$ cat config.mk
export PLATFORM = sky130hd
export DESIGN_NAME = apb_fabric_flat
export DESIGN_NICKNAME = d
export VERILOG_FILES = /design/src/rtl/apb_fabric_pkg.sv /design/src/rtl/apb_fabric_if.sv /design/src/rtl/apb_fabric_tmo.sv /design/src/rtl/apb_fabric.sv /design/src/flat_wrapper.sv
export SDC_FILE = /design/constraint.sdc
export NUM_CORES = 1
export LEC_CHECK = 0
export CAP_MARGIN = 20
export CORE_AREA = 4 4 288 290
export CTS_CLUSTER_DIAMETER = 120
export CTS_CLUSTER_SIZE = 24
export DETAILED_ROUTE_END_ITERATION = 7
export DIE_AREA = 0 0 292 294
export GPL_ROUTABILITY_DRIVEN = 0
export HOLD_SLACK_MARGIN = 0.02
export PLACE_DENSITY = 0.37
export SLEW_MARGIN = 10
export SYNTH_ARGS = -nofsm -noshare
export SYNTH_HDL_FRONTEND = slang
export SYNTH_SLANG_ARGS = --single-unit
$ cat constraint.sdc
create_clock -name PCLK -period 8.4 [get_ports PCLK]
set_input_delay 1.68 -clock PCLK [delete_from_list [all_inputs] [get_ports PCLK]]
set_output_delay 1.68 -clock PCLK [all_outputs]
set_load 0.005 [all_outputs]
$ cat src/rtl/apb_fabric_pkg.sv
// Shared types and helpers for the APB fabric.
// Contents: FSM state enum, one-hot decode helpers, default bus widths.
package apb_fabric_pkg;

    localparam int unsigned MAX_SLV    = 16;
    localparam int unsigned IDX_W      = 4;
    localparam int unsigned DEF_ADDR_W = 32;
    localparam int unsigned DEF_DATA_W = 32;
    localparam int unsigned STRB_W     = DEF_DATA_W / 8;

    typedef enum logic [1:0] {
        IDLE   = 2'd0,
        ACCESS = 2'd1,
        DECERR = 2'd2
    } state_e;

    // True when exactly one bit of the slave field is set.
    function automatic logic onehot_valid(input logic [MAX_SLV-1:0] f);
        return (f != '0) && ((f & (f - MAX_SLV'(1))) == '0);
    endfunction

    // Index of the set bit; only meaningful when onehot_valid(f).
    function automatic logic [IDX_W-1:0] onehot_to_idx(input logic [MAX_SLV-1:0] f);
        logic [IDX_W-1:0] idx;
        idx = '0;
        for (int i = 0; i < int'(MAX_SLV); i++) begin
            if (f[i]) idx = idx | IDX_W'(i);
        end
        return idx;
    endfunction

endpackage

$ cat src/rtl/apb_fabric_if.sv
// APB bus bundle between one master and NUM_SLV slaves.
// Modport slave : the fabric's view of the master side (it is the master's slave).
// Modport master: the fabric's view of the slave side (it is the slaves' master).
interface apb_fabric_if #(
    parameter int unsigned NUM_SLV = 16,
    parameter int unsigned ADDR_W  = 32,
    parameter int unsigned DATA_W  = 32
);
    localparam int unsigned STRB_W = DATA_W / 8;

    // Master side
    logic                      PSEL_M;
    logic                      PENABLE_M;
    logic                      PWRITE_M;
    logic [ADDR_W-1:0]         PADDR_M;
    logic [DATA_W-1:0]         PWDATA_M;
    logic [STRB_W-1:0]         PSTRB_M;
    logic [DATA_W-1:0]         PRDATA_M;
    logic                      PREADY_M;
    logic                      PSLVERR_M;

    // Slave side
    logic [NUM_SLV-1:0]        PSEL_S;
    logic                      PENABLE_S;
    logic                      PWRITE_S;
    logic [ADDR_W-1:0]         PADDR_S;
    logic [DATA_W-1:0]         PWDATA_S;
    logic [STRB_W-1:0]         PSTRB_S;
    logic [NUM_SLV*DATA_W-1:0] PRDATA_S;
    logic [NUM_SLV-1:0]        PREADY_S;
    logic [NUM_SLV-1:0]        PSLVERR_S;

    modport slave (
        input  PSEL_M, PENABLE_M, PWRITE_M, PADDR_M, PWDATA_M, PSTRB_M,
        output PRDATA_M, PREADY_M, PSLVERR_M
    );

    modport master (
        output PSEL_S, PENABLE_S, PWRITE_S, PADDR_S, PWDATA_S, PSTRB_S,
        input  PRDATA_S, PREADY_S, PSLVERR_S
    );
endinterface

$ cat src/rtl/apb_fabric_tmo.sv
// PREADY timeout counter for one ACCESS phase.
// Ports: clk, rst (sync, active-high), clr (start of transfer), inc (wait cycle),
//        expire_c (count has reached TIMEOUT_CYC-1).
module apb_fabric_tmo #(
    parameter int unsigned TIMEOUT_CYC = 64
) (
    input  logic clk,
    input  logic rst,
    input  logic clr,
    input  logic inc,
    output logic expire_c
);
    localparam int unsigned CNT_W = $clog2(TIMEOUT_CYC + 1);

    logic [CNT_W-1:0] cnt_q, cnt_d;

    always_comb begin
        cnt_d = cnt_q;
        if (clr)      cnt_d = '0;
        else if (inc) cnt_d = cnt_q + CNT_W'(1);
    end

    always_ff @(posedge clk) begin
        if (rst) cnt_q <= '0;
        else     cnt_q <= cnt_d;
    end

    assign expire_c = (cnt_q == CNT_W'(TIMEOUT_CYC - 1));

endmodule

$ cat src/rtl/apb_fabric.sv
// APB interconnect: one master to NUM_SLV slaves with one-hot address decode,
// decode-error default slave and per-transfer PREADY timeout.
// Ports: PCLK, PRESET (sync, active-high); m_bus (master side), s_bus (slave side);
//        TMO_CNT / DECERR_CNT only when APB_FABRIC_STATS_EN is defined.
// Response path is combinational from the latched select index so no cycle is added.
module apb_fabric
    import apb_fabric_pkg::*;
#(
    parameter int unsigned NUM_SLV     = 16,
    parameter int unsigned ADDR_W      = DEF_ADDR_W,
    parameter int unsigned DATA_W      = DEF_DATA_W,
    parameter int unsigned SEL_LSB     = 16,
    parameter int unsigned TIMEOUT_CYC = 64
) (
    input  logic        PCLK,
    input  logic        PRESET,
    apb_fabric_if.slave  m_bus,
    apb_fabric_if.master s_bus
`ifdef APB_FABRIC_STATS_EN
    ,
    output logic [15:0] TMO_CNT,
    output logic [15:0] DECERR_CNT
`endif
);

    state_e              state_q, state_d;
    logic [IDX_W-1:0]    idx_q, idx_d;

    logic [MAX_SLV-1:0]  field_c;
    logic [MAX_SLV-1:0]  pready_pad_c;
    logic [MAX_SLV-1:0]  pslverr_pad_c;
    logic [DATA_W-1:0]   prdata_arr_c [MAX_SLV];

    logic [NUM_SLV-1:0]  psel_c;
    logic                pready_c;
    logic                pslverr_c;
    logic [DATA_W-1:0]   prdata_c;
    logic                tmo_clr_c;
    logic                tmo_inc_c;
    logic                tmo_expire_c;
    logic                tmo_hit_c;
    logic                dec_hit_c;

    // Broadcast master fields to all slaves.
    assign s_bus.PENABLE_S = m_bus.PENABLE_M;
    assign s_bus.PWRITE_S  = m_bus.PWRITE_M;
    assign s_bus.PADDR_S   = m_bus.PADDR_M;
    assign s_bus.PWDATA_S  = m_bus.PWDATA_M;
    assign s_bus.PSTRB_S   = m_bus.PSTRB_M;

    // Pad per-slave vectors to MAX_SLV so the 4-bit index is always in range.
    assign field_c       = MAX_SLV'(m_bus.PADDR_M[SEL_LSB +: NUM_SLV]);
    assign pready_pad_c  = MAX_SLV'(s_bus.PREADY_S);
    assign pslverr_pad_c = MAX_SLV'(s_bus.PSLVERR_S);

    for (genvar g = 0; g < int'(MAX_SLV); g++) begin : g_rd
        if (g < int'(NUM_SLV)) begin : g_used
            assign prdata_arr_c[g] = s_bus.PRDATA_S[g*DATA_W +: DATA_W];
        end else begin : g_pad
            assign prdata_arr_c[g] = '0;
        end
    end

    apb_fabric_tmo #(.TIMEOUT_CYC(TIMEOUT_CYC)) u_tmo (
        .clk      (PCLK),
        .rst      (PRESET),
        .clr      (tmo_clr_c),
        .inc      (tmo_inc_c),
        .expire_c (tmo_expire_c)
    );

    // Decode, next state and response mux.
    always_comb begin
        state_d   = state_q;
        idx_d     = idx_q;
        psel_c    = '0;
        pready_c  = 1'b0;
        pslverr_c = 1'b0;
        prdata_c  = '0;
        tmo_clr_c = 1'b0;
        tmo_inc_c = 1'b0;
        tmo_hit_c = 1'b0;
        dec_hit_c = 1'b0;

        unique case (state_q)
            IDLE: begin
                if (m_bus.PSEL_M && !m_bus.PENABLE_M) begin
                    if (onehot_valid(field_c)) begin
                        psel_c    = NUM_SLV'(field_c);
                        idx_d     = onehot_to_idx(field_c);
                        tmo_clr_c = 1'b1;
                        state_d   = ACCESS;
                    end else begin
                        state_d   = DECERR;
                    end
                end else if (m_bus.PENABLE_M) begin
                    // ACCESS phase with no preceding SETUP: answer as a decode error now.
                    pready_c  = 1'b1;
                    pslverr_c = 1'b1;
                    dec_hit_c = 1'b1;
                end
            end

            ACCESS: begin
                if (!m_bus.PSEL_M) begin
                    // Master abandoned the transfer: no response, counter untouched.
                    state_d = IDLE;
                end else begin
                    psel_c = NUM_SLV'(MAX_SLV'(1) << idx_q);
                    if (pready_pad_c[idx_q]) begin
                        pready_c  = 1'b1;
                        pslverr_c = pslverr_pad_c[idx_q];
                        prdata_c  = prdata_arr_c[idx_q];
                        state_d   = IDLE;
                    end else if (tmo_expire_c) begin
                        pready_c  = 1'b1;
                        pslverr_c = 1'b1;
                        tmo_hit_c = 1'b1;
                        state_d   = IDLE;
                    end else begin
                        tmo_inc_c = 1'b1;
                    end
                end
            end

            DECERR: begin
                pready_c  = 1'b1;
                pslverr_c = 1'b1;
                dec_hit_c = 1'b1;
                state_d   = IDLE;
            end

            default: state_d = IDLE;
        endcase
    end

    always_ff @(posedge PCLK) begin
        if (PRESET) begin
            state_q <= IDLE;
            idx_q   <= '0;
        end else begin
            state_q <= state_d;
            idx_q   <= idx_d;
        end
    end

    assign s_bus.PSEL_S    = psel_c;
    assign m_bus.PREADY_M  = pready_c;
    assign m_bus.PSLVERR_M = pslverr_c;
    assign m_bus.PRDATA_M  = prdata_c;

`ifdef APB_FABRIC_STATS_EN
    logic [15:0] tmo_cnt_q, tmo_cnt_d;
    logic [15:0] decerr_cnt_q, decerr_cnt_d;

    // Saturating event counters.
    always_comb begin
        tmo_cnt_d    = tmo_cnt_q;
        decerr_cnt_d = decerr_cnt_q;
        if (tmo_hit_c && (tmo_cnt_q != 16'hFFFF))    tmo_cnt_d    = tmo_cnt_q + 16'd1;
        if (dec_hit_c && (decerr_cnt_q != 16'hFFFF)) decerr_cnt_d = decerr_cnt_q + 16'd1;
    end

    always_ff @(posedge PCLK) begin
        if (PRESET) begin
            tmo_cnt_q    <= '0;
            decerr_cnt_q <= '0;
        end else begin
            tmo_cnt_q    <= tmo_cnt_d;
            decerr_cnt_q <= decerr_cnt_d;
        end
    end

    assign TMO_CNT    = tmo_cnt_q;
    assign DECERR_CNT = decerr_cnt_q;
`else
    logic unused_stats_c;
    assign unused_stats_c = tmo_hit_c ^ dec_hit_c;
`endif

endmodule

$ cat src/flat_wrapper.sv
// flat-port wrapper written by rule: the top's interface ports become plain ports
module apb_fabric_flat import apb_fabric_pkg::*;
#(
    parameter int unsigned NUM_SLV     = 16,
    parameter int unsigned ADDR_W      = DEF_ADDR_W,
    parameter int unsigned DATA_W      = DEF_DATA_W,
    parameter int unsigned SEL_LSB     = 16,
    parameter int unsigned TIMEOUT_CYC = 64
)
  (PCLK, PRESET, m_bus_PSEL_M, m_bus_PENABLE_M, m_bus_PWRITE_M, m_bus_PADDR_M, m_bus_PWDATA_M, m_bus_PSTRB_M, m_bus_PRDATA_M, m_bus_PREADY_M, m_bus_PSLVERR_M, s_bus_PSEL_S, s_bus_PENABLE_S, s_bus_PWRITE_S, s_bus_PADDR_S, s_bus_PWDATA_S, s_bus_PSTRB_S, s_bus_PRDATA_S, s_bus_PREADY_S, s_bus_PSLVERR_S);
  apb_fabric_if #(.NUM_SLV(NUM_SLV), .ADDR_W(ADDR_W), .DATA_W(DATA_W)) m_bus_i ();
  apb_fabric_if #(.NUM_SLV(NUM_SLV), .ADDR_W(ADDR_W), .DATA_W(DATA_W)) s_bus_i ();
  input  logic PCLK;
  input  logic PRESET;
  input wire logic [$bits(m_bus_i.PSEL_M)-1:0] m_bus_PSEL_M;
  input wire logic [$bits(m_bus_i.PENABLE_M)-1:0] m_bus_PENABLE_M;
  input wire logic [$bits(m_bus_i.PWRITE_M)-1:0] m_bus_PWRITE_M;
  input wire logic [$bits(m_bus_i.PADDR_M)-1:0] m_bus_PADDR_M;
  input wire logic [$bits(m_bus_i.PWDATA_M)-1:0] m_bus_PWDATA_M;
  input wire logic [$bits(m_bus_i.PSTRB_M)-1:0] m_bus_PSTRB_M;
  output wire logic [$bits(m_bus_i.PRDATA_M)-1:0] m_bus_PRDATA_M;
  output wire logic [$bits(m_bus_i.PREADY_M)-1:0] m_bus_PREADY_M;
  output wire logic [$bits(m_bus_i.PSLVERR_M)-1:0] m_bus_PSLVERR_M;
  output wire logic [$bits(s_bus_i.PSEL_S)-1:0] s_bus_PSEL_S;
  output wire logic [$bits(s_bus_i.PENABLE_S)-1:0] s_bus_PENABLE_S;
  output wire logic [$bits(s_bus_i.PWRITE_S)-1:0] s_bus_PWRITE_S;
  output wire logic [$bits(s_bus_i.PADDR_S)-1:0] s_bus_PADDR_S;
  output wire logic [$bits(s_bus_i.PWDATA_S)-1:0] s_bus_PWDATA_S;
  output wire logic [$bits(s_bus_i.PSTRB_S)-1:0] s_bus_PSTRB_S;
  input wire logic [$bits(s_bus_i.PRDATA_S)-1:0] s_bus_PRDATA_S;
  input wire logic [$bits(s_bus_i.PREADY_S)-1:0] s_bus_PREADY_S;
  input wire logic [$bits(s_bus_i.PSLVERR_S)-1:0] s_bus_PSLVERR_S;
  assign m_bus_i.PSEL_M = m_bus_PSEL_M;
  assign m_bus_i.PENABLE_M = m_bus_PENABLE_M;
  assign m_bus_i.PWRITE_M = m_bus_PWRITE_M;
  assign m_bus_i.PADDR_M = m_bus_PADDR_M;
  assign m_bus_i.PWDATA_M = m_bus_PWDATA_M;
  assign m_bus_i.PSTRB_M = m_bus_PSTRB_M;
  assign m_bus_PRDATA_M = m_bus_i.PRDATA_M;
  assign m_bus_PREADY_M = m_bus_i.PREADY_M;
  assign m_bus_PSLVERR_M = m_bus_i.PSLVERR_M;
  assign s_bus_PSEL_S = s_bus_i.PSEL_S;
  assign s_bus_PENABLE_S = s_bus_i.PENABLE_S;
  assign s_bus_PWRITE_S = s_bus_i.PWRITE_S;
  assign s_bus_PADDR_S = s_bus_i.PADDR_S;
  assign s_bus_PWDATA_S = s_bus_i.PWDATA_S;
  assign s_bus_PSTRB_S = s_bus_i.PSTRB_S;
  assign s_bus_i.PRDATA_S = s_bus_PRDATA_S;
  assign s_bus_i.PREADY_S = s_bus_PREADY_S;
  assign s_bus_i.PSLVERR_S = s_bus_PSLVERR_S;
  apb_fabric #(.NUM_SLV(NUM_SLV), .ADDR_W(ADDR_W), .DATA_W(DATA_W), .SEL_LSB(SEL_LSB), .TIMEOUT_CYC(TIMEOUT_CYC)) u_core (.PCLK(PCLK), .PRESET(PRESET), .m_bus(m_bus_i), .s_bus(s_bus_i));
endmodule
-- Word level (Yosys, flattened, before mapping)
Index checks and enable logic that the tools add are counted.
W data, S select, Z words.
- ROM bits: 0
- latch bits: 0
- logic and storage cells: 75
- memory bits (writable): 0
- bits of input ports: 617
- output and inout bits: 120
- memories: 0
- flip-flop bits (word level): 13
- shifts and indexed selects: 1
- divide/modulo/power cells: 0
- magnitude comparators: 2
- bitwise operators: 2
- $add $sub $neg: 2
- mux-type cells: 51
- $mul: 0
- equal/unequal tests: 5
- reductions and logical operators: 9
- operator list (operator ; number):
    $mux W32 ; 5
    $bmux W32 S4 ; 1
    $mux W16 ; 3
    $mux W4 ; 8
    $pmux W16 S2 ; 1
    $mux W1 ; 17
    $and A16 B16 Y16 ; 1
    $logic_not A16 Y1 ; 1
    $reduce_bool A16 Y1 ; 1
    $shl A1 B4 Y16 const A ; 1
    $sub A16 B1 Y16 const B ; 1
    $mux W2 ; 7
    $mux W3 ; 4
    $bmux W1 S4 ; 2
    $add A7 B1 Y7 const B ; 1
    $eq A7 B6 Y1 const B ; 1
    $pmux W1 S3 ; 2
    $ge A5 B5 Y1 const B ; 1
    $lt A4 B5 Y1 const B ; 1
    $not A4 Y5 ; 1
    $ne A4 B2 Y1 const B ; 1
    $pmux W2 S2 ; 1
    $reduce_and A3 Y1 ; 1
    $eq A2 B1 Y1 const B ; 1
    7 further kinds ; 8

-- Depth between registers and ports, before layout
Gate-level depths: netlist of run 1.
- word-level depth: 15
- depth in mapped cells: 8
- mapped depth without buffers: 6

-- Hierarchy
Synthesis of run 1 repeated with hierarchy kept, for this count alone.
- cell total of the unflattened synthesis: 485
- area total of the unflattened synthesis: 5993.2 um^2
- by module, submodules not included (module ; area each (um^2) ; instances ; seq. area each (um^2) ; cells an instance):
    apb_fabric ; 5689.2 ; 1 ; 120.1 ; 451
    apb_fabric_tmo ; 304.0 ; 1 ; 140.1 ; 34

-- Worst setup path after synthesis of run 1
Ideal clock, no wire load.
- kind: input to output
- start: in m_bus_PADDR_M[16]
- end: out s_bus_PSEL_S[10]
- data required time: 6.720 ns
- buffers on the path: 1
- stages on the path: 7
- data arrival time: 3.362 ns
- slack: 3.358 ns
- cell sequence: or3_1 maj3_1 o32a_1 or2_4 nor3_4 buf_6 o2bb2ai_1
- word-level cells in the longest chain between the ends: 7
- elaborated cells on any way between the ends: 8
- those cells by class: 1 x add/sub; 3 x mux; 1 x bitwise; 3 x reduce/logical
- RTL lines (item ; RTL line ; RTL):
    start: declaration ; flat_wrapper.sv:18 ; input wire logic [$bits(m_bus_i.PADDR_M)-1:0] m_bus_PADDR_M;
    $sub A16 B1 Y16 ; apb_fabric_pkg.sv:19 ; return (f != '0) && ((f & (f - MAX_SLV'(1))) == '0);
    $and A16 B16 Y16 ; apb_fabric_pkg.sv:19 ;
    $logic_not A16 Y1 ; apb_fabric_pkg.sv:19 ;
    $logic_and A1 B1 Y1 (*) ; apb_fabric_pkg.sv:19 ;
    $mux W16 (*) ; apb_fabric.sv:88 ; if (onehot_valid(field_c)) begin
    $mux W16 (*) ; apb_fabric.sv:87 ; if (m_bus.PSEL_M && !m_bus.PENABLE_M) begin
    $pmux W16 S2 (*) ; apb_fabric.sv:85 ; unique case (state_q)
    end: declaration ; flat_wrapper.sv:24 ; output wire logic [$bits(s_bus_i.PSEL_S)-1:0] s_bus_PSEL_S;
Every way passes the cells marked *; elsewhere a longest branch is shown, timed or not.

-- Worst setup path in the final report of run 1
- start: in m_bus_PADDR_M[19]
- end: out s_bus_PSEL_S[15]
The elaborated chain is that of the path after synthesis.

==> run summary, run 1 <==
The run finished with clean final reports. The count of input and output buffers is 630, and the number of antenna violations at the first check in global routing is 37. In this run the most critical hold path is launched from u_core.u_tmo.cnt_q[6]. The first routing iteration left 291 violations. The share of the clock period used by the worst path came out at 80.06%. The synthesized design devotes to its leading area cell type 63.85% of total area.

Hold-critical path endpoint: u_core.u_tmo.cnt_q[6]. Buffers inserted to repair hold after CTS numbered 0. Row generation in the floorplan step produced 104 rows. For the worst flop-to-flop path, the logic depth is 6. The critical path crosses 8 cells after its start point. Before CTS, the worst setup slack after placement is 1.693 ns.

The number of setup buffers added after CTS was 0; the longest individual stage delay on the worst path was 0.71 ns. For the number of buffers created by CTS, the log shows 3. By area the synthesized netlist is led by mux4_2, buf_4, dfxtp_1. The logs give 0.005926 sq mm for the cell area after synthesis and 4.392% for the post-synthesis sequential area ratio.

Startpoint kind of the worst setup timing path: an input port. The run gives 47.69 mm as the HPWL after detailed placement. Synthesis inferred 13 register bits. The classification of the worst setup path is input port to primary output. Setup repair after global routing left no endpoint under its margin. Once the clock tree was built, the resizer swapped 0 gates to a different size. The first detailed-routing pass took 4 iterations. The floorplan step defined a die boundary enclosing 0.08585 sq mm.

737 I/O pins were placed. The placeable core region is 0.08029 sq mm. The count of nets left with antenna violations once routing finished came out at 0. For this run, the total global-route usage over all layers was measured as 12.00%. For the pin with the worst max-slew slack, the measured transition is 0.9864 ns. The data arrival time at the worst-slack endpoint is 5.05 ns, and the wire length of the first global-routing pass is 71.79 mm.

In the global route stage, met2 resource usage came out at 21.11%. The number of violations of the max-capacitance limit is 0, and the count of pins over their slew limit is 0. The most heavily used metal layer in global routing is met2.

The endpoint identified for the worst register-to-register timing path is u_core.u_tmo.cnt_q[6]. For this block, the routed nets add up to 54.45 mm of wire. TritonCTS built the clock tree. In the global route stage, met1 resource usage came out at 13.96%. The cell accounting for the most synthesized area was mux4_2.

Headroom to the max-slew limit came out at 34.24%. The cell count after synthesis came out at 468. The run gives 0 as the total DRC errors in the routed layout. Most common flop cell mapped by yosys: dfxtp_1.

The fraction of registers with async set/reset was 0%; the maximum clock rate was 148.7 MHz. The worst path required time was 6.72 ns. The number of vias per cell came out at 3.481. The met3 track demand over resource was 5.683%. The number of distinct library cells after synthesis was 53. The tools report the root buffer cell as clkbuf_16.

Among cell families on the critical path, the largest total delay comes from simple AND/OR/NAND/NOR gates. Adding up every negative setup slack in the final design gives 0 ns. The number of nets in the synthesized netlist is 1086.

The worst hold path was traced through 2 stages. Kind of end point of the critical path: a primary output. The number of buffers and inverters on the critical path is 2.

The signal on the critical path passes through clkdlybuf4s50_1 -> nor4_2 -> nand2_1 -> o21a_1 -> or3_1 -> nor3_4 -> o2bb2ai_1 -> clkdlybuf4s50_1. In this run the horizontal extent of the chip is 292 microns. Between clock sinks in the finished design, the worst skew comes to 0.004811 ns. The global route total overflow is 0. The synthesized design contains 0 enable-type register cells.

The worst register-to-register path begins at u_core.idx_q[0]. The clock reaches the later pin of the worst-skew pair after 0.24 ns. For this run, the number of Yosys warnings is 0. For the least setup slack across all paths after layout, the log shows 1.675 ns.

The longest clock path from root to sink contains 2 buffers. In this run the power density over the cells is 41.32 mW/mm^2. The worst hold path belongs to the class flop to flop.

Most common cell in the synthesized netlist: mux4_2. Time the worst path needs with I/O delays and setup: 6.725 ns. In this design, the critical path's most frequently occurring cell is clkdlybuf4s50_1. A synthesized cell averages 12.66 sq um.

The leakage power was 3.921 nW. VDD sags by at most 0.05233 mV. Clock-pin slew was measured on the worst setup and hold paths at 0.04 ns.

In this run the worst path has a maximum fanout of 23. The tools report the number of hold violations in the final report as 0. The share of cells above drive strength 1 is 19.41%. Measured along the y axis, the die boundary spans 294 microns. Setup violations remaining at the end of the flow were counted as 0. By count the netlist is led by mux4_2, buf_4, and3_1. The slowest stage of the critical path is the nor3_4 cell.

In the final routed layout, each cell accounts on average for 26.58 microns. The initial utilization of the core area, before any placement, comes to 7.381%. Counting every sink on the clock net gives 13. For this run, the post-layout net count is 1603. The via count of the first global-routing pass is 8162, and the pin count of the biggest net entering global routing is 107. The H-tree depth is 1, and the vias after detailed routing is 7130. The tools report the internal reg-to-reg setup slack as 5.07 ns.

Compared with the post-synthesis result, the final layout area differs by 118.8%.
[per-layer routing]
layer / part of all wire (%) / vias to the layer above
met5: 0.29 / -
met4: 0.83 / 22
met3: 11 / 60
met2: 49 / 483
met1: 39 / 3552
li1: - / 3013
[power by group]
part	internal [mW]	switching (mW)	total, mW
combinational	0.293	0.0941	0.387
sequential	0.0608	0.000191	0.0610
clock	0.0638	0.0241	0.0879
[kinds of logic (layout without fill, tap and decap cells)]
logic type	Yosys count	after routing	share of synthesized area (%)
flip-flops	13	13	4.392
multiplexers	170	170	64.19
AO/OA/AOI/OAI	42	42	5.405
other	0	4	0
AND/OR/NAND/NOR	111	111	11.93
XOR/XNOR	5	5	0.7390
adder cells (fa/ha/maj)	3	3	0.5490
buffers and inverters	124	640	12.80
[tightest hold or removal path, delay by kind of cell (launching register included)]
| kind | cells | cell delay, ns |
|---|---|---|
| DFF | 1 | 0.30 |
| buffers and inverters | 1 | 0.07 |
| and+or+nand+nor | 1 | 0.05 |
[state kept, by name (all words and copies together) (netlist names)]
name / cells
u_core.u_tmo.cnt_q: 7
u_core.idx_q: 4
u_core.state_q: 2
[placed cells by master, fill, tap and decap left out, types with 2 or more instances in the layout]
cell	instances
a211oi_1	4
a21o_1	4
a21oi_1	4
a22o_1	2
a22oi_1	2
a31oi_1	2
and2_1	4
and3_1	34
buf_12	2
buf_4	2
clkbuf_16	3
clkdlybuf4s50_1	630
dfxtp_1	9
dfxtp_4	4
diode_2	4
inv_1	2
maj3_1	2
mux2i_1	2
mux4_2	168
nand2_1	11
nand2b_1	2
nand3_1	3
nand3b_1	4
nand4_1	4
nor2_1	7
nor2b_1	2
nor3_1	14
nor3_4	2
nor4_1	6
nor4_2	3
o21a_1	3
o21ai_0	3
o2bb2ai_1	11
or2_2	3
or3_1	4
xor2_1	4
[final cells by class]
cell class / instances / area [sq um]
tap: 1060 / 1326
antenna: 4 / 10.01
sequential: 13 / 275.3
clock buffer: 4 / 78.83
multi-input combinational: 331 / 4908
fill: 8926 / 67320
inverter: 2 / 7.507
timing repair buffer: 634 / 6361
[worst max-delay path by stage]
| stage | startpoint | end | slack [ns] |
|---|---|---|---|
| final | m_bus_PADDR_M[19] | s_bus_PSEL_S[15] | 1.67 |
| after CTS | m_bus_PADDR_M[19] | s_bus_PSEL_S[15] | 1.68 |
| after detailed placement | m_bus_PADDR_M[19] | s_bus_PSEL_S[15] | 1.69 |
| after global placement | m_bus_PADDR_M[19] | s_bus_PSEL_S[8] | 1.73 |
| after global routing | m_bus_PADDR_M[16] | s_bus_PSEL_S[8] | 1.36 |
| after floorplan | m_bus_PADDR_M[16] | s_bus_PSEL_S[10] | 3.36 |
[stage by stage]
| stage | total power [mW] | cells | hold slack, ns | cell area, sq um | util [%] |
|---|---|---|---|---|---|
| floorplan | 0.1606 | 468 | 0.4365 | 5926 | - |
| global placement | 0.4489 | 2040 | 0.4617 | 12880 | 16.04 |
| detailed placement | 0.4518 | 2040 | 0.4608 | 12880 | 16.04 |
| CTS | 0.5439 | 2044 | 0.4683 | 12960 | 16.14 |
| global route | 0.5638 | 2045 | 0.4988 | 12960 | 16.14 |
| finish | 0.5358 | 2048 | 0.4712 | 12970 | 16.15 |
No activity file was read; power rests on OpenSTA's default activity.
==> run 2, diff against run 1 <==
--- a/config.mk
+++ b/config.mk
@@ -6,14 +6,14 @@
 export NUM_CORES = 1
 export LEC_CHECK = 0
 export CAP_MARGIN = 20
-export CORE_AREA = 4 4 288 290
+export CORE_AREA = 4 4 281 283
 export CTS_CLUSTER_DIAMETER = 120
 export CTS_CLUSTER_SIZE = 24
 export DETAILED_ROUTE_END_ITERATION = 7
-export DIE_AREA = 0 0 292 294
+export DIE_AREA = 0 0 285 287
 export GPL_ROUTABILITY_DRIVEN = 0
 export HOLD_SLACK_MARGIN = 0.02
-export PLACE_DENSITY = 0.37
+export PLACE_DENSITY = 0.39
 export SLEW_MARGIN = 10
 export SYNTH_ARGS = -nofsm -noshare
 export SYNTH_HDL_FRONTEND = slang
==> constraint.sdc (replaced) <==
create_clock -name PCLK -period 6.01 [get_ports PCLK]
set_input_delay 1.202 -clock PCLK [delete_from_list [all_inputs] [get_ports PCLK]]
set_output_delay 1.202 -clock PCLK [all_outputs]
set_load 0.005 [all_outputs]
==> run 2 against run 1 <==
Clock skew decreased by 0.0017 ns. Global-route usage increased by 0.57 points. Worst setup slack got worse by 1.2 ns. Flip-flop and latch count unchanged. Highest routed layer unchanged. Combinational power increased by 40%.
==> run summary, run 2 (synthesis gave the netlist of run 1 again) <==
The highest net fanout along the worst path was 16 (was 23). After layout, the worst path uses 91.93% of the clock period. The worst hold path class was flop to flop (unchanged). The tools report the startpoint kind of the worst setup timing path as an input port (unchanged). The launch point of the worst reg-to-reg path is u_core.idx_q[0] (unchanged). The terminus of the critical flop-to-flop path was u_core.u_tmo.cnt_q[6] (unchanged). Post-placement cell area: 0.01294 sq mm (was 0.01288 sq mm).

The tools report the number of setup buffers added after CTS as 0 (unchanged). The tools report the root buffer cell as clkbuf_16 (unchanged). The clock slew seen by the registers of the worst setup and hold paths works out to 0.04 ns (about the same). The share of cells above drive strength 1 works out to 19.90% (was 19.41%). The data arrival time at the worst-slack endpoint was 4.32 ns (was 5.05 ns). Leading registers by flop count: u_core.u_tmo.cnt_q (7), u_core.idx_q (4), u_core.state_q (2) (unchanged). The starting density of the core is 7.726% (was 7.381%).

The logs give 284 (was 291) for the number of violations reported at the end of detailed-routing iteration 0 and 0.07670 sq mm (was 0.08029 sq mm) for the placeable core region. The flip-flop count of the largest register, all copies and words added is 7 (unchanged), and the die outline area is 0.08180 sq mm (was 0.08585 sq mm). The logs give 0 (unchanged) for the number of violations of the max-capacitance limit and 4.81 ns (was 6.72 ns) for the worst path required time. Peak supply drop: 0.1037 mV (was 0.05233 mV). Total routing resource utilization after global routing: 12.57% (was 12.00%). Global route total overflow: 0 (unchanged). TritonCTS built the clock tree. Power density of the placed cells: 57.64 mW/mm^2 (was 41.32 mW/mm^2). The most frequent standard cell in the layout excluding fill and tap cells is clkdlybuf4s50_1 (unchanged). The tools report the length of the first detailed-routing pass in iterations as 4 (unchanged). The hold-critical path endpoint is u_core.u_tmo.cnt_q[6] (unchanged). The maximum clock path buffer count is 2 (unchanged).

The y dimension of the die works out to 287 microns (was 294 microns). For the count of pins over their slew limit, the log shows 0 (unchanged). Boundary pin count: 737 (unchanged). Total wire length: 54.50 mm (was 54.45 mm). The tools report the HPWL after detailed placement as 48.33 mm (was 47.69 mm).

The number of hold violations in the final report was 0 (unchanged). The run gives 13 (unchanged) as the clock sink count. The setup TNS came out at 0 ns (unchanged). Setup repair after global routing left no endpoint under its margin. The average wire per cell in the routed design was 26.72 microns (was 26.58 microns); the pin count of the biggest net entering global routing was 49 (was 107). The run gives 1609 (was 1603) as the post-layout net count. The transition time at the pin with the least slew margin came out at 0.9785 ns (was 0.9864 ns).

The tools report the final non-filler cell area as 0.01304 sq mm (was 0.01297 sq mm). The number of vias per cell is 3.509 (was 3.481), and the clock insertion delay at the later pin of the skew report is 0.24 ns (about the same). The count of input and output buffers was 630 (unchanged). The classification of the worst setup path is input port to primary output (unchanged).

The run gives 3 (unchanged) as the number of buffers created by CTS. The width of the chip was 285 microns (was 292 microns). The startpoint of the worst hold path is u_core.u_tmo.cnt_q[6] (unchanged).

The wire length of the first global-routing pass was 70.97 mm (was 71.79 mm). The logs give 7952 (was 8162) for the via count of the first global-routing pass and 43 (was 37) for the number of antenna violations at the first check in global routing. The run finished with clean final reports.

For the vias after detailed routing, the log shows 7158 (was 7130). Kind of end point of the critical path: a primary output (unchanged). For the finished layout, the period the worst path requires is 5.525 ns.

The logs give 0.4946 ns (was 1.693 ns) for the setup slack after placement and 1 (unchanged) for the H-tree depth. The total DRC errors in the routed layout was 0 (unchanged); the number of rows created at floorplan was 102 (was 104). For the number of nets with antenna violations after routing, the log shows 0 (unchanged). The worst hold path cell count is 2 (unchanged).

The leakage power came out at 3.962 nW (was 3.921 nW). The worst-case headroom to the max-slew limit came out at 34.77% (was 34.24%). The internal reg-to-reg setup slack was 3.20 ns (was 5.07 ns). The depth of the worst register-to-register path came out at 5 (was 6). The post-cts hold buffer count is 0 (unchanged). The logs give 0.003125 ns (was 0.004811 ns) for the clock skew after layout and 0 (unchanged) for the number of gates resized after CTS.

The run gives 0.4848 ns (was 1.675 ns) as the least setup slack across all paths after layout. Maximum clock rate: 181.0 MHz. The register bank with the most flops is u_core.u_tmo.cnt_q (unchanged).

The final-report setup violation count was 0 (unchanged); the synthesis-to-layout area growth was 120.1% (was 118.8%). Most frequent cells in the layout: clkdlybuf4s50_1, mux4_2, and3_1 (unchanged).
[run 2: per-layer routing]
| metal | track usage, % | share of wire (%) | up-vias |
|---|---|---|---|
| met5 | 0 | 0.30 | - |
| li1 | - | - | 3032 |
| met3 | 6.963 | 13 | 66 |
| met1 | 14.23 | 39 | 3534 |
| met4 | 2.271 | 1.8 | 24 |
| met2 | 21.05 | 47 | 502 |
[run 2: cell type report]
cell class,count,area [sq um]
well taps,1040,1301
flip-flops and latches,13,275.3
diodes,10,25.02
repair buffers,640,6444
fillers,8463,63660
inverters,2,7.507
clock buffers,4,78.83
multi-input cells,331,4908
[run 2: power by group]
| part | total (mW) | internal [mW] | switching [mW] |
|---|---|---|---|
| clock network | 0.124 | 0.0893 | 0.0344 |
| registers | 0.0853 | 0.0850 | 0.000271 |
| logic | 0.543 | 0.409 | 0.133 |
| total | 0.752 | 0.583 | 0.168 |
[run 2: worst max-delay path by stage]
stage | end | slack [ns] | start | cells past startpoint
after floorplan | s_bus_PSEL_S[10] | 1.92 | m_bus_PADDR_M[16] | 7
after global placement | s_bus_PSEL_S[6] | 0.51 | m_bus_PADDR_M[16] | 8
after detailed placement | s_bus_PSEL_S[7] | 0.49 | m_bus_PADDR_M[16] | 8
after CTS | s_bus_PSEL_S[7] | 0.47 | m_bus_PADDR_M[16] | 8
after global routing | s_bus_PSEL_S[7] | 0.20 | m_bus_PADDR_M[16] | 8
final | s_bus_PSEL_S[7] | 0.48 | m_bus_PADDR_M[19] | 8
[run 2: worst max-delay path, stage by stage]
cell and delay, ns:
clkdlybuf4s50_1 0.56, nor4_2 0.43, nand2_1 0.21, o21a_1 0.26, or3_1 0.43, nor3_4 0.49, o2bb2ai_1 0.20, clkdlybuf4s50_1 0.53
[run 2: stage by stage]
step,power [mW],hold slack [ns],instances,utilization (%)
after floorplan,0.2245,0.4365,468,-
after global placement,0.6306,0.4498,2026,16.87
after detailed placement,0.6329,0.4633,2026,16.87
after CTS,0.7643,0.4705,2030,16.97
after global routing,0.7884,0.5027,2035,16.98
final,0.7516,0.4692,2040,17.00
==> run 3, diff against run 2 <==
--- a/config.mk
+++ b/config.mk
@@ -18,3 +18,4 @@
 export SYNTH_ARGS = -nofsm -noshare
 export SYNTH_HDL_FRONTEND = slang
 export SYNTH_SLANG_ARGS = --single-unit
+export TNS_END_PERCENT = 1
==> constraint.sdc (replaced) <==
create_clock -name PCLK -period 4.4 [get_ports PCLK]
set_input_delay 0.88 -clock PCLK [delete_from_list [all_inputs] [get_ports PCLK]]
set_output_delay 0.88 -clock PCLK [all_outputs]
set_load 0.005 [all_outputs]
==> run 3 against run 2 <==
The run now ends with negative setup slack left. Combinational power grew 41%. Die area stayed put. Global-route usage grew 0.34 points. Largest cell class unchanged. Highest routed layer unchanged.
==> run summary, run 3 (synthesis gave the netlist of run 1 again) <==
The run finished, with violations left. The checks that failed: negative setup slack. The number of hold violations in the final report is 0 (unchanged). The worst-case headroom to the max-slew limit is 58.20% (was 34.77%), and the final non-filler cell area is 0.01350 sq mm (was 0.01304 sq mm). The H-tree depth is 1 (unchanged).

The highest routed metal layer is met5 (unchanged). The number of violations reported at the end of detailed-routing iteration 0 is 249 (was 284), and the y dimension of the die is 287 microns (unchanged). The worst path required time is 3.52 ns (was 4.81 ns). The total power is 1.053 mW (was 0.7516 mW). The number of buffers created by CTS was 3 (unchanged). The most frequent standard cell in the layout excluding fill and tap cells was clkdlybuf4s50_1 (unchanged). The width of the chip is 285 microns (unchanged), and the fill cell instance count of the final layout is 8461 (was 8463). Of the available clock period, the critical path in the final layout requires 102.4%. Classification of the worst setup path: input port to primary output (unchanged). The launch point of the worst reg-to-reg path is u_core.idx_q[0] (unchanged).

The synthesis-to-layout area growth came out at 127.9% (was 120.1%). Count of input and output buffers: 630 (unchanged). The clock slew seen by the registers of the worst setup and hold paths was 0.04 ns (about the same); the share of cells above drive strength 1 was 24.21% (was 19.90%).

The logs give 0.24 ns (about the same) for the clock insertion delay at the later pin of the skew report and 39 (was 43) for the number of antenna violations at the first check in global routing. The total wire length came out at 55.99 mm (was 54.50 mm). The kind of end point of the critical path was a primary output (unchanged). The logs give 3.63 ns (was 4.32 ns) for the data arrival time at the worst-slack endpoint and 8238 (was 7952) for the via count of the first global-routing pass. Terminus of the critical flop-to-flop path: u_core.u_tmo.cnt_q[4] (was u_core.u_tmo.cnt_q[6]).

Hold-critical path endpoint: u_core.u_tmo.cnt_q[6] (unchanged). The run gives 0.07670 sq mm (unchanged) as the placeable core region. Number of rows created at floorplan: 102 (unchanged). The run gives 72.62 mm (was 70.97 mm) as the wire length of the first global-routing pass. The routed design could run at a clock period as short as 4.505 ns. The vias after detailed routing is 7353 (was 7158), and the maximum clock path buffer count is 2 (unchanged).

Number of violations of the max-capacitance limit: 0 (unchanged). The power density of the placed cells was 77.98 mW/mm^2 (was 57.64 mW/mm^2); the number of nets with antenna violations after routing was 0 (unchanged). The clock sink count was 13 (unchanged). The total routing resource utilization after global routing is 12.91% (was 12.57%). The root buffer cell was clkbuf_16 (unchanged). The register bank with the most flops is u_core.u_tmo.cnt_q (unchanged). TritonCTS built the clock tree.

The average wire per cell in the routed design works out to 26.77 microns (was 26.72 microns). The HPWL after detailed placement came out at 50.68 mm (was 48.33 mm). The length of the first detailed-routing pass in iterations was 4 (unchanged); the worst hold path cell count was 2 (unchanged).

The maximum clock rate is 222.0 MHz. Leading registers by flop count: u_core.u_tmo.cnt_q (7), u_core.idx_q (4), u_core.state_q (2) (unchanged). The depth of the worst register-to-register path was 7 (was 5). The tools report the clock skew after layout as 0.002392 ns (was 0.003125 ns). For the post-placement cell area, the log shows 0.01339 sq mm (was 0.01294 sq mm).

Setup repair after global routing could not meet its margin everywhere. For the count of pins over their slew limit, the log shows 0 (unchanged). The run gives 1.74 ns (was 3.20 ns) as the internal reg-to-reg setup slack. Most frequent cells in the layout: clkdlybuf4s50_1, mux4_2, buf_4 (was clkdlybuf4s50_1, mux4_2, and3_1).

The flip-flop count of the largest register, all copies and words added works out to 7 (unchanged). The tools report the least setup slack across all paths after layout as -0.1050 ns (was 0.4848 ns). The logs give 1660 (was 1609) for the post-layout net count and 6.507 mm (was 6.872 mm) for the wire length on met3. The logs give 7.726% (unchanged) for the starting density of the core and 0.1522 mV (was 0.1037 mV) for the peak supply drop. The startpoint kind of the worst setup timing path is an input port (unchanged). The global route total overflow was 0 (unchanged). The die outline area is 0.08180 sq mm (unchanged). The worst hold path class is flop to flop (unchanged). The met1 wire length is 21.91 mm (was 21.10 mm), and the setup slack after placement is -0.2033 ns (was 0.4946 ns). The leakage power was 4.261 nW (was 3.962 nW); the total DRC errors in the routed layout was 0 (unchanged). The wire length on met2 was 26.15 mm (was 25.40 mm); the final-report setup violation count was 15 (was 0). The highest net fanout along the worst path was 15 (was 16). The boundary pin count is 737 (unchanged). The tools report the startpoint of the worst hold path as u_core.u_tmo.cnt_q[6] (unchanged). The transition time at the pin with the least slew margin is 0.6269 ns (was 0.9785 ns), and the number of vias per cell is 3.516 (was 3.509).

Pin count of the biggest net entering global routing: 46 (was 49).
==> run 3: changes by cell type in the layout (fill, tap and decap cells not counted), moves of 2 or more <==
cell	delta
dlygate4sd2_1	+2
buf_4	+47
clkdlybuf4s50_1	-5
buf_12	+6
==> run 3: final cells by class <==
| cell class | instances | area [sq um] | share of cell area [%] |
|---|---|---|---|
| timing repair buffer | 691 | 6897 | 51.07 |
| multi-input combinational | 331 | 4918 | 36.43 |
| tap | 1040 | 1301 | 9.637 |
| sequential | 13 | 275.3 | 2.039 |
| clock buffer | 4 | 78.83 | 0.5838 |
| antenna | 10 | 25.02 | 0.1853 |
| inverter | 2 | 7.507 | 0.05560 |
==> run 3: where the power goes <==
group          total (mW)  switching, mW  internal, mW
clock               0.170         0.0479         0.122
combinational       0.767          0.189         0.577
sequential          0.116       0.000379         0.116
==> run 3: worst max-delay path by stage <==
| stage | end | from | slack [ns] | depth (start not counted) |
|---|---|---|---|---|
| after CTS | s_bus_PSEL_S[15] | m_bus_PADDR_M[19] | -0.10 | 9 |
| after floorplan | s_bus_PSEL_S[10] | m_bus_PADDR_M[16] | 0.96 | 7 |
| after global routing | s_bus_PSEL_S[2] | m_bus_PADDR_M[19] | -0.22 | 9 |
| after global placement | s_bus_PSEL_S[2] | m_bus_PADDR_M[17] | -0.21 | 9 |
| final | s_bus_PSEL_S[15] | m_bus_PADDR_M[19] | -0.11 | 9 |
| after detailed placement | s_bus_PSEL_S[15] | m_bus_PADDR_M[17] | -0.20 | 9 |
==> run 3: metrics by stage <==
stage | util, % | TNS [ns] | hold WS (ns) | std cells
4_1_cts | 17.56 | -1.332 | 0.4800 | 2081
3_3_place_gp | 17.46 | -2.700 | 0.4493 | 2077
5_1_grt | 17.58 | -2.959 | 0.5235 | 2084
2_1_floorplan | - | 0 | 0.4365 | 468
6_report | 17.60 | -1.207 | 0.4847 | 2091
3_5_place_dp | 17.46 | -2.813 | 0.4738 | 2077
==> run 3: worst max-delay path, cell delays in order <==
cell	delay [ns]
clkdlybuf4s50_1	0.48
or2_2	0.35
maj3_1	0.36
o32a_1	0.21
or2_4	0.27
nor3_4	0.23
buf_12	0.17
o2bb2ai_1	0.13
clkdlybuf4s50_1	0.53
==> run 3: routing by layer <==
layer | track usage [%] | vias up
li1 | - | 3136
met2 | 21.77 | 470
met3 | 6.519 | 76
met5 | 0 | -
met4 | 2.595 | 24
met1 | 14.77 | 3647
==> run 3: timing repair <==
| action | CTS | global route |
|---|---|---|
| hold buffers | 0 | 0 |
| gates cloned | 0 | 0 |
| endpoints found under the hold margin | 0 | 0 |
| resized for setup | 4 | 2 |
| setup buffers | 0 | 0 |
| endpoints found under the setup margin | 16 | 16 |
